**src/rtl/gol_led_scanner.sv**
```systemverilog
// Row-multiplexed 8x8 LED driver for Game of Life generations. It captures a snapshot over a
// valid/ready handshake, scans it row by row, and reports the generation count and population.
module gol_led_scanner #(
    parameter int unsigned DWELL_CYCLES = 4,
    parameter int unsigned GEN_WIDTH    = 8
) (
    input  logic                 clk,
    input  logic                 reset,
    input  logic [63:0]          grid_in,
    input  logic                 grid_valid,
    output logic                 grid_ready,
    output logic [7:0]           row_sel,
    output logic [7:0]           col_data,
    output logic                 frame_done,
    output logic [GEN_WIDTH-1:0] gen_count,
    output logic [6:0]           alive_count
);

    localparam int unsigned DW = (DWELL_CYCLES > 1) ? $clog2(DWELL_CYCLES) : 1;
    localparam logic [DW-1:0] DWELL_LAST = DW'(DWELL_CYCLES - 1);

    typedef enum logic {StIdle, StScan} state_t;

    state_t               r_state;
    logic [63:0]          r_frame;
    logic [2:0]           r_row_idx;
    logic [DW-1:0]        r_dwell_cnt;
    logic [GEN_WIDTH-1:0] r_gen_count;
    logic [6:0]           r_alive_count;
    logic                 r_frame_done;

    logic                 w_last_dwell;
    logic                 w_final;
    logic                 w_accept;
    logic                 w_capture;
    logic [6:0]           w_pop;

    assign w_last_dwell = (r_dwell_cnt == DWELL_LAST);
    assign w_final      = (r_state == StScan) && (r_row_idx == 3'd7) && w_last_dwell;
    assign w_accept     = (r_state == StIdle) || w_final;
    assign w_capture    = grid_valid && w_accept;

    always_comb begin
        w_pop = 7'd0;
        for (int i = 0; i < 64; i++) begin
            w_pop = w_pop + 7'(grid_in[i]);
        end
    end

    always_ff @(posedge clk or posedge reset) begin
        if (reset) begin
            r_state       <= StIdle;
            r_frame       <= 64'd0;
            r_row_idx     <= 3'd0;
            r_dwell_cnt   <= '0;
            r_gen_count   <= '0;
            r_alive_count <= 7'd0;
            r_frame_done  <= 1'b0;
        end else begin
            r_frame_done <= w_final;
            if (w_capture) begin
                // Capture in the last scan cycle restarts at row 0 with no blank gap.
                r_frame       <= grid_in;
                r_alive_count <= w_pop;
                r_gen_count   <= r_gen_count + 1'b1;
                r_row_idx     <= 3'd0;
                r_dwell_cnt   <= '0;
                r_state       <= StScan;
            end else if (r_state == StScan) begin
                if (w_last_dwell) begin
                    r_dwell_cnt <= '0;
                    r_row_idx   <= r_row_idx + 3'd1;
                    if (r_row_idx == 3'd7) begin
                        r_state <= StIdle;
                    end
                end else begin
                    r_dwell_cnt <= r_dwell_cnt + 1'b1;
                end
            end
        end
    end

    // Row r lives in frame[63-8r -: 8]; ~row_idx gives 7-r for the 3-bit index.
    always_comb begin
        row_sel  = 8'd0;
        col_data = 8'd0;
        if (r_state == StScan) begin
            row_sel  = 8'd1 << r_row_idx;
            col_data = r_frame[{~r_row_idx, 3'b000} +: 8];
        end
    end

    assign grid_ready  = !reset && w_accept;
    assign frame_done  = r_frame_done;
    assign gen_count   = r_gen_count;
    assign alive_count = r_alive_count;

endmodule
```
**config.mk**
```make
export PLATFORM = sky130hd
export DESIGN_NAME = gol_led_scanner
export DESIGN_NICKNAME = d
export VERILOG_FILES = /design/src/rtl/gol_led_scanner.sv
export SDC_FILE = /design/constraint.sdc
export NUM_CORES = 1
export LEC_CHECK = 0
export ABC_AREA = 1
export BUFFER_PORTS_ARGS = -buffer_cell sky130_fd_sc_hd__buf_2
export CORE_MARGIN = 5
export CORE_UTILIZATION = 40
export DETAILED_ROUTE_END_ITERATION = 8
export PLACE_DENSITY = 0.59
export SETUP_SLACK_MARGIN = 0.5
export SLEW_MARGIN = 20
export SYNTH_ARGS = -nofsm -noshare
export SYNTH_HDL_FRONTEND = slang
export SYNTH_SLANG_ARGS = --single-unit
```
**constraint.sdc**
```tcl
create_clock -name clk -period 4.4 [get_ports clk]
set_input_delay 0.88 -clock clk [delete_from_list [all_inputs] [get_ports clk]]
set_output_delay 0.88 -clock clk [all_outputs]
set_load 0.02 [all_outputs]
```
==> impl_metrics.csv, run 1 <==
group,metric,value,unit
outcome,status,"complete, but fails checks",
outcome,violations,"negative setup slack",
final_layout,final_cell_count_no_fill,1026,
floorplanning,die_area,17000,um2
worst_setup_path,cp_max_fo,2,
detailed_routing,drt_first_pass_iters,8,
clocking,root_buffer,"clkbuf_16",
worst_setup_path,arrival,6200,ps
timing,fin_skew,8.06,ps
final_layout,layout_commonest_cell,"nand2_1",
job,cap_viol_max_count,0,
clocking,cts_tree,"yes",
clocking,cts_hold_buffers,0,
timing,tightestPinTransition,978,ps
clocking,clk_path_buf_depth,2,
final_layout,diodes,0,
worst_setup_path,crit_required,4660,ps
timing,rsz0062_at_grt,"yes",
final_layout,final_cell_area,7480,um2
timing,post-route-period-util,1.35,
detailed_routing,drtIter0Drc,506,
timing,hold_violations,0,
min_path,hold_class,"flop to flop",
placed_design,placed_area,6630,um2
floorplanning,core_area,14400,um2
worst_setup_path,end_kind,"flop",
clocking,cts_sinks,86,
global_routing,grt_max_degree,79,
global_routing,grt_pass1_wl,26.3,mm
clocking,htreeDepth,3,
detailed_routing,vias_per_cell,4.86,
timing,period_minus_slack,5930,ps
timing,setup_ws,-1530,ps
global_routing,track_usage,0.201,
yosys,syn_nets,817,
detailed_routing,num_vias,4988,
final_layout,nFillCells,1326,
yosys,ys_ff_latch,86,
placed_design,dp_hpwl,11.4,mm
worst_setup_path,start_kind,"input pin",
placed_design,place_inst,965,
floorplanning,io_pins,100,
detailed_routing,drcViolationCount,0,
yosys,synth.distinct_cells,32,
detailed_routing,drtAntennaViolNets,0,
yosys,syn_inst,673,
detailed_routing,routed_wl,16.3,mm
yosys,yosys_warnings,0,
timing,relSlewSlack,0.347,
timing,max_freq,169,MHz
final_layout,final_cell_mix,"nand2_1 (155), inv_1 (95), buf_2 (93)",
global_routing,overflow,0,
timing,setup_violations,8,
clocking,clk_pin_slew,70,ps
final_layout,drive_gt1_frac,0.304,
floorplanning,start_util,0.402,
clocking,cts_buffers,9,
final_layout,seq_area,2150,um2
placed_design,pre_cts_ws,-1920,ps
timing,drv_slew,0,
worst_setup_path,worstSetupPathType,"input pin to flop",
clocking,clkLatencyLatePin,340,ps
floorplanning,die-width,130,um
global_routing,antenna_found_initial,0,
worst_setup_path,max_stage_delay,130,ps
yosys,yosysSeqAreaShare,0.372,
final_layout,fin_nets,981,
detailed_routing,wire_per_inst,15.9,um
final_layout,area_growth,29.3,%
yosys,avgSynthCellArea,8.59,um2
floorplanning,num_rows,44,
worst_setup_path,crit_top_cell,"buf_4",
placed_design,portBuffers,99,
final_layout,multi_input_area,3100,um2
floorplanning,die_y,130,um
yosys,syn_area,5780,um2
placed_design,finalWeightedCongestion,0.823,
worst_setup_path,cpMaxStageDelayCell,"buf_4",
global_routing,first_global_vias,5235,
-- cell usage after synthesis --
| master | number | share of area |
|---|---|---|
| a21oi_1 | 9 | 0.0078 |
| a21oi_2 | 1 | 0.0015 |
| buf_12 | 1 | 0.0035 |
| buf_2 | 11 | 0.0095 |
| buf_4 | 4 | 0.0052 |
| buf_6 | 5 | 0.0097 |
| buf_8 | 1 | 0.0026 |
| clkbuf_1 | 4 | 0.0026 |
| clkbuf_2 | 2 | 0.0017 |
| dfrtp_1 | 86 | 0.37 |
| fa_1 | 54 | 0.19 |
| ha_1 | 23 | 0.050 |
| inv_1 | 121 | 0.079 |
| inv_2 | 2 | 0.0013 |
| nand2_1 | 160 | 0.10 |
| nand2_2 | 1 | 0.0011 |
| nand2_4 | 2 | 0.0039 |
| nand3_1 | 20 | 0.017 |
| nand3b_1 | 1 | 0.0013 |
| nand4_1 | 2 | 0.0022 |
| nor2_1 | 50 | 0.032 |
| nor2_2 | 1 | 0.0011 |
| nor2_4 | 1 | 0.0019 |
| nor3_1 | 3 | 0.0026 |
| o21a_1 | 1 | 0.0013 |
| o21ai_0 | 76 | 0.066 |
| o21ai_1 | 19 | 0.016 |
| o22ai_1 | 6 | 0.0065 |
| o22ai_2 | 1 | 0.0022 |
| or2_2 | 1 | 0.0011 |
| xnor2_1 | 2 | 0.0030 |
| xor2_1 | 2 | 0.0030 |
-- area by class of cell --
type / instances / share of cell area
timing repair buffer: 181 / 0.161
clock inverter: 3 / 0.00904
sequential: 86 / 0.288
clock buffer: 13 / 0.0335
inverter: 123 / 0.0639
multi-input combinational: 436 / 0.414
tap: 184 / 0.0308
-- state kept, by name, summed over array words and instances, names as in the netlist --
signal and count:
frame_done 1, r_dwell_cnt 2, alive_count 7, gen_count 8, r_row_idx 3, r_state 1, r_frame 64
-- metrics by stage --
step | TNS (ps) | hold slack (ps) | util
finish | -10260 | 478 | 0.520
global route | -11270 | 508 | 0.520
CTS | -10080 | 479 | 0.512
detailed placement | -12080 | 459 | 0.461
global placement | -11720 | 457 | 0.461
floorplan | -9280 | 444 | -
-- layer usage --
metal / wire length (um) / global-route usage / up-vias
li1: - / - / 2380
met4: 457 / 0.0789 / 0
met5: 0 / 0 / -
met3: 1140 / 0.0454 / 35
met1: 7090 / 0.273 / 2393
met2: 7600 / 0.313 / 180
-- path summary, 6_finish.rpt --
check                      cells after the start                          to                        from  slack (ps)
setup / recovery                              46     r_frame[39]$_DFFE_PP0P_                 grid_in[39]       -1530
hold / removal                                 2  alive_count[5]$_DFFE_PP0P_  alive_count[5]$_DFFE_PP0P_         480
setup reg to reg                               9     r_frame[48]$_DFFE_PP0P_    r_row_idx[1]$_DFFE_PP0P_        1480
hold reg to reg                                2  alive_count[5]$_DFFE_PP0P_  alive_count[5]$_DFFE_PP0P_         480
max in group asynchronous                      3    gen_count[6]$_DFFE_PP0P_                       reset        2660
min in group asynchronous                      2        frame_done$_DFF_PP0_                       reset         730
-- logic make-up after synthesis --
| family | Yosys count | share of synthesized area |
|---|---|---|
| and+or+nand+nor | 242 | 0.169 |
| buffers and inverters | 151 | 0.115 |
| AOI/OAI and AO/OA | 113 | 0.101 |
| DFF | 86 | 0.372 |
| adders and majority gates | 77 | 0.237 |
| xor gates and xnor gates | 4 | 0.00606 |
-- worst max-delay path: cells and delay by family --
family                 cells  cell delay [ps]
AO/OA/AOI/OAI              1               90
buffers and inverters     45             5220
-- repair_timing --
action,CTS,global route
setup buffers,44,1
gates resized for setup,24,47
endpoints found under the hold margin,0,0
pin swaps,15,23
endpoints found under the setup margin,7,8
cloned,0,0
Power of run 1 is not shown: default switching activity piles up to over one toggle a cycle in this logic, so the estimate is an artifact.
==> run 2, diff against run 1 <==
Settings changed: SKIP_CTS_REPAIR_TIMING from default to 1.
==> run 2 against run 1 <==
Compared with the run above:
- the run still ends with negative setup slack left
- fmax is 0.98% higher
- sequential cell count stayed put
- final cell count is 4.2% lower
- first-iteration DRC count is 44% lower
- critical endpoint is now alive_count[6]$_DFFE_PP0P_
- die area stayed put
- non-clock buffer count is 43 lower
- hold slack hardly changed
- critical path depth is 25 lower
- global-route usage is 1.8 points lower
==> impl_metrics.csv, run 2 (synthesis gave the netlist of run 1 again) <==
group,metric,value,unit
worst_setup_path,critPathBufInv,5,
placed_design,finalWeightedCongestion,0.823,
final_layout,regMostFlops,"r_frame",
worst_setup_path,regToRegSetupSlack,1530,ps
final_layout,fin_nets,938,
detailed_routing,drtAntennaViolNets,0,
worst_setup_path,crit_top_cell,"fa_1",
global_routing,first_global_vias,4832,
floorplanning,start_util,0.402,
timing,relSlewSlack,0.500,
detailed_routing,drcViolationCount,0,
worst_setup_path,start_kind,"input pin",
worst_setup_path,ff2ff_path_depth,9,
min_path,min_path_cells,2,
worst_setup_path,timing.rr.end,"r_frame[31]$_DFFE_PP0P_",
detailed_routing,maxUsedRoutingLayer,"met4",
timing,max_freq,170,MHz
min_path,hold_start,"alive_count[5]$_DFFE_PP0P_",
job,cap_viol_max_count,0,
clocking,cts_buffers,9,
worst_setup_path,cpMaxStageDelayCell,"fa_2",
global_routing,overflow,0,
detailed_routing,routed_wl,14.9,mm
clocking,clkLatencyLatePin,340,ps
worst_setup_path,end_kind,"flop",
timing,drv_slew,0,
floorplanning,die_area,17000,um2
placed_design,dp_hpwl,11.4,mm
global_routing,antenna_found_initial,0,
detailed_routing,wire_per_inst,15.2,um
timing,post-route-period-util,1.34,
timing,rsz0062_at_grt,"yes",
worst_setup_path,worstSetupPathType,"input pin to flop",
outcome,violations,"negative setup slack",
detailed_routing,drtIter0Drc,283,
placed_design,place_inst,965,
timing,tightestPinTransition,750,ps
final_layout,final_cell_mix,"nand2_1 (156), inv_1 (113), buf_2 (97)",
final_layout,final_cell_count_no_fill,983,
global_routing,grt_max_degree,79,
worst_setup_path,path_delay_family,"adder cells",
outcome,status,"complete, but fails checks",
final_layout,layout_commonest_cell,"nand2_1",
floorplanning,die-width,130,um
final_layout,nFillCells,1408,
timing,hold_violations,0,
min_path,hold_end,"alive_count[5]$_DFFE_PP0P_",
detailed_routing,drt_first_pass_iters,5,
worst_setup_path,max_stage_delay,570,ps
worst_setup_path,arrival,6110,ps
timing,period_minus_slack,5880,ps
global_routing,grt_pass1_wl,24.2,mm
clocking,clk_pin_slew,70,ps
clocking,root_buffer,"clkbuf_16",
detailed_routing,met3_length,912,um
detailed_routing,route.met2.wl,6.95,mm
clocking,cts_tree,"yes",
min_path,hold_class,"flop to flop",
timing,fin_skew,9.15,ps
timing,setup_violations,7,
final_layout,largest_register_ffs,64,
worst_setup_path,cp_max_fo,2,
final_layout,drive_gt1_frac,0.230,
final_layout,diodes,0,
clocking,cts_sinks,86,
floorplanning,num_rows,44,
global_routing,track_usage,0.183,
floorplanning,io_pins,100,
clocking,clk_path_buf_depth,2,
detailed_routing,vias_per_cell,4.80,
worst_setup_path,crit-reg2reg-launch,"r_row_idx[1]$_DFFE_PP0P_",
floorplanning,core_area,14400,um2
detailed_routing,num_vias,4719,
floorplanning,die_y,130,um
final_layout,area_growth,21.2,%
worst_setup_path,crit_required,4640,ps
clocking,htreeDepth,3,
worst_setup_path,path_cells,"buf_6, inv_4, fa_1, inv_2, fa_2, inv_2, fa_2, fa_1, fa_1, fa_1, fa_1, fa_1, inv_2, ha_4, fa_2, nand3_2, nand2_2, nand2_2, nand2_2, nand3_2, nand2_1",
timing,setup_ws,-1480,ps
detailed_routing,wl_met1,6.81,mm
placed_design,portBuffers,99,
[run 2: area by class of cell]
| class | instances | area [um2] | share of cell area |
|---|---|---|---|
| clock buffers | 13 | 250 | 0.0357 |
| clock inverters | 3 | 67.6 | 0.00964 |
| inverters | 123 | 474 | 0.0677 |
| multi-input cells | 436 | 3040 | 0.433 |
| flip-flops and latches | 86 | 2150 | 0.307 |
| well taps | 184 | 230 | 0.0329 |
| repair buffers | 138 | 797 | 0.114 |
[run 2: worst max-delay path by stage]
stage                     start                          to  slack (ps)  cells past startpoint
finish              grid_in[39]  alive_count[6]$_DFFE_PP0P_       -1480                     21
global route        grid_in[39]  alive_count[6]$_DFFE_PP0P_       -1650                     21
CTS                 grid_in[35]  alive_count[6]$_DFFE_PP0P_       -1560                     21
detailed placement  grid_in[35]  alive_count[6]$_DFFE_PP0P_       -1920                     21
global placement    grid_in[35]  alive_count[4]$_DFFE_PP0P_       -1860                     20
floorplan           grid_in[35]  alive_count[4]$_DFFE_PP0P_       -1520                     19
[run 2: metal layers]
| metal | vias to the layer above | GRT usage |
|---|---|---|
| met3 | 19 | 0.0364 |
| li1 | 2299 | - |
| met1 | 2260 | 0.261 |
| met4 | 0 | 0.0526 |
| met5 | - | 0 |
| met2 | 141 | 0.284 |
[run 2: tightest hold or removal path, stage by stage (launching register included)]
cell and delay, ps:
dfrtp_1 340, nand2_1 50, nand2_1 50
[run 2: stage by stage]
| step | setup WS [ps] | hold WS, ps | TNS, ps | instance area, um2 | util |
|---|---|---|---|---|---|
| after detailed placement | -1920 | 459 | -12080 | 6630 | 0.461 |
| after CTS | -1560 | 476 | -9530 | 6950 | 0.484 |
| after floorplan | -1520 | 444 | -9280 | 5830 | - |
| final | -1480 | 478 | -9150 | 7010 | 0.488 |
| after global placement | -1860 | 457 | -11720 | 6630 | 0.461 |
| after global routing | -1650 | 508 | -10400 | 7010 | 0.488 |
Power of run 2 is left out for the same reason.
==> run 3, diff against run 2 <==
Settings changed: ABC_AREA 1 to 0, SKIP_CTS_REPAIR_TIMING 1 to default.
==> run 3 against run 2 <==
Compared with the run above:
- the run still ends with negative setup slack left
- highest routed layer unchanged
- hold slack got worse by 16 ps
- first-iteration DRC count down 36%
- area after synthesis decreased by 1.9%
- fmax is 1.6% lower
- non-clock buffer count down 1
- die area down 1.8%
- critical endpoint is now alive_count[4]$_DFFE_PP0P_
- sequential share of layout area increased by 0.32 points
- via count decreased by 14%
- critical path depth down 3
- final area fell by 1.0%
- clock skew fell by 4.4 ps
==> impl_metrics.csv, run 3 <==
group,metric,value,unit
outcome,status,"complete, but fails checks",
outcome,violations,"negative setup slack",
clocking,clk_pin_slew,60,ps
yosys,synth.distinct_cells,36,
floorplanning,start_util,0.409,
detailed_routing,vias_per_cell,4.72,
yosys,yosysSeqAreaShare,0.379,
yosys,avgSynthCellArea,10.3,um2
timing,post-route-period-util,1.36,
detailed_routing,num_vias,4061,
worst_setup_path,crit_required,4620,ps
floorplanning,die_area,16700,um2
timing,tightestPinTransition,906,ps
timing,drv_slew,0,
detailed_routing,drtIter0Drc,181,
clocking,root_buffer,"clkbuf_16",
floorplanning,core_area,13900,um2
clocking,cts_sinks,86,
final_layout,fin_nets,819,
clocking,cts_buffers,9,
timing,tns,-9410,ps
floorplanning,die-width,129,um
yosys,yosys-top-cells-area,"dfrtp_1 (38%), fa_1 (19%), nand2_1 (8.9%)",
detailed_routing,routed_wl,13.6,mm
global_routing,grt_max_degree,68,
global_routing,overflow,0,
placed_design,dp_hpwl,10.9,mm
final_layout,largest_register_ffs,64,
global_routing,track_usage,0.172,
placed_design,place_inst,839,
yosys,ys_ff_latch,86,
floorplanning,die_y,129,um
final_layout,diodes,0,
timing,relSlewSlack,0.395,
final_layout,drive_gt1_frac,0.276,
global_routing,antenna_found_initial,0,
floorplanning,io_pins,100,
yosys,syn_inst,551,
timing,setup_ws,-1570,ps
global_routing,first_global_vias,4251,
worst_setup_path,arrival,6190,ps
worst_setup_path,start_kind,"input pin",
final_layout,layout_commonest_cell,"nand2_1",
yosys,synth_top_area_share,0.379,
clocking,cts_tree,"yes",
yosys,netlist.top_cell.by_area,"dfrtp_1",
detailed_routing,drt_first_pass_iters,4,
global_routing,grt_pass1_wl,22.1,mm
timing,hold_violations,0,
final_layout,regMostFlops,"r_frame",
worst_setup_path,worstSetupPathType,"input pin to flop",
yosys,synth-main-ff-cell,"dfrtp_1",
clocking,clk_path_buf_depth,2,
placed_design,finalWeightedCongestion,0.829,
placed_design,portBuffers,99,
worst_setup_path,cp_max_fo,3,
timing,fin_skew,4.78,ps
detailed_routing,drtAntennaViolNets,0,
final_layout,area_growth,22.3,%
yosys,async_reset_ff_frac,1.00,
yosys,yosysMostFrequentCell,"nand2_1",
yosys,synth_common_cells,"nand2_1 (134), inv_1 (97), dfrtp_1 (86), fa_1 (54), o21ai_0 (53)",
clocking,cts_hold_buffers,0,
final_layout,final_cell_mix,"nand2_1 (133), buf_2 (94), dfrtp_1 (86)",
timing,setup_violations,7,
yosys,yosys_warnings,0,
yosys,syn_area,5670,um2
final_layout,final_cell_count_no_fill,860,
detailed_routing,wire_per_inst,15.8,um
floorplanning,num_rows,43,
yosys,synth_edf_count,0,
placed_design,pre_cts_ws,-2050,ps
clocking,clkLatencyLatePin,330,ps
timing,max_freq,168,MHz
timing,period_minus_slack,5970,ps
clocking,htreeDepth,3,
worst_setup_path,end_kind,"flop",
detailed_routing,drcViolationCount,0,
yosys,syn_nets,695,
job,cap_viol_max_count,0,
timing,rsz0062_at_grt,"yes",
min_path,hold_class,"flop to flop",
==> run 3: worst max-delay path: stages <==
cell	delay [ps]
buf_6	70
inv_4	30
fa_1	570
inv_2	50
fa_2	530
inv_2	40
fa_2	540
fa_1	420
fa_1	520
fa_1	430
fa_1	470
fa_1	520
inv_2	50
ha_4	160
fa_2	390
a211oi_2	180
nor2_1	80
o31ai_1	270
==> run 3: per-stage QoR <==
stage               cell area [um2]  hold WS [ps]  utilization
finish                         6940           461        0.500
global route                   6940           491        0.500
CTS                            6880           465        0.495
detailed placement             6540           455        0.471
global placement               6540           450        0.471
floorplan                      5710           437            -
==> run 3: cell families after synthesis <==
kind of cell | synth area share
xor gates and xnor gates | 0.0139
buffers and inverters | 0.0920
and+or+nand+nor | 0.123
muxes | 0.0752
AOI/OAI and AO/OA | 0.0748
adders and majority gates | 0.241
DFF | 0.379
==> run 3: area by class of cell <==
| cell class | instances | area, um2 |
|---|---|---|
| Inverter | 98 | 382 |
| Timing Repair Buffer | 137 | 836 |
| Sequential cell | 86 | 2150 |
| Multi-Input combinational cell | 343 | 3070 |
| Fill cell | 1345 | 6950 |
| Clock buffer | 12 | 246 |
| Clock inverter | 4 | 22.5 |
| Tap cell | 180 | 225 |
==> run 3: path summary, 6_finish.rpt <==
path / startpoint / end / slack (ps) / depth (start not counted)
min in group asynchronous: reset / r_frame[13]$_DFFE_PP0P_ / 720 / 2
worst min register to register: gen_count[7]$_DFFE_PP0P_ / gen_count[7]$_DFFE_PP0P_ / 460 / 1
max in group asynchronous: reset / r_frame[29]$_DFFE_PP0P_ / 2660 / 3
worst max register to register: r_row_idx[0]$_DFFE_PP0P_ / r_frame[55]$_DFFE_PP0P_ / 1660 / 6
worst max-delay path: grid_in[39] / alive_count[4]$_DFFE_PP0P_ / -1570 / 18
worst min-delay path: gen_count[7]$_DFFE_PP0P_ / gen_count[7]$_DFFE_PP0P_ / 460 / 1
==> run 3: what timing repair did <==
item                       4_1_cts  5_1_grt
setup endpoints to repair        7        7
buffers inserted                 3        2
gates resized for setup         14       21
pin swaps                       22        8
==> run 3: layer usage <==
metal  track usage  share of wire  vias up
met5             0              0        -
met4        0.0426         0.0098        0
met3        0.0293          0.056       10
met2         0.285           0.48      108
met1         0.239           0.45     1967
li1              -              -     1976
Power of run 3 is left out for the same reason.
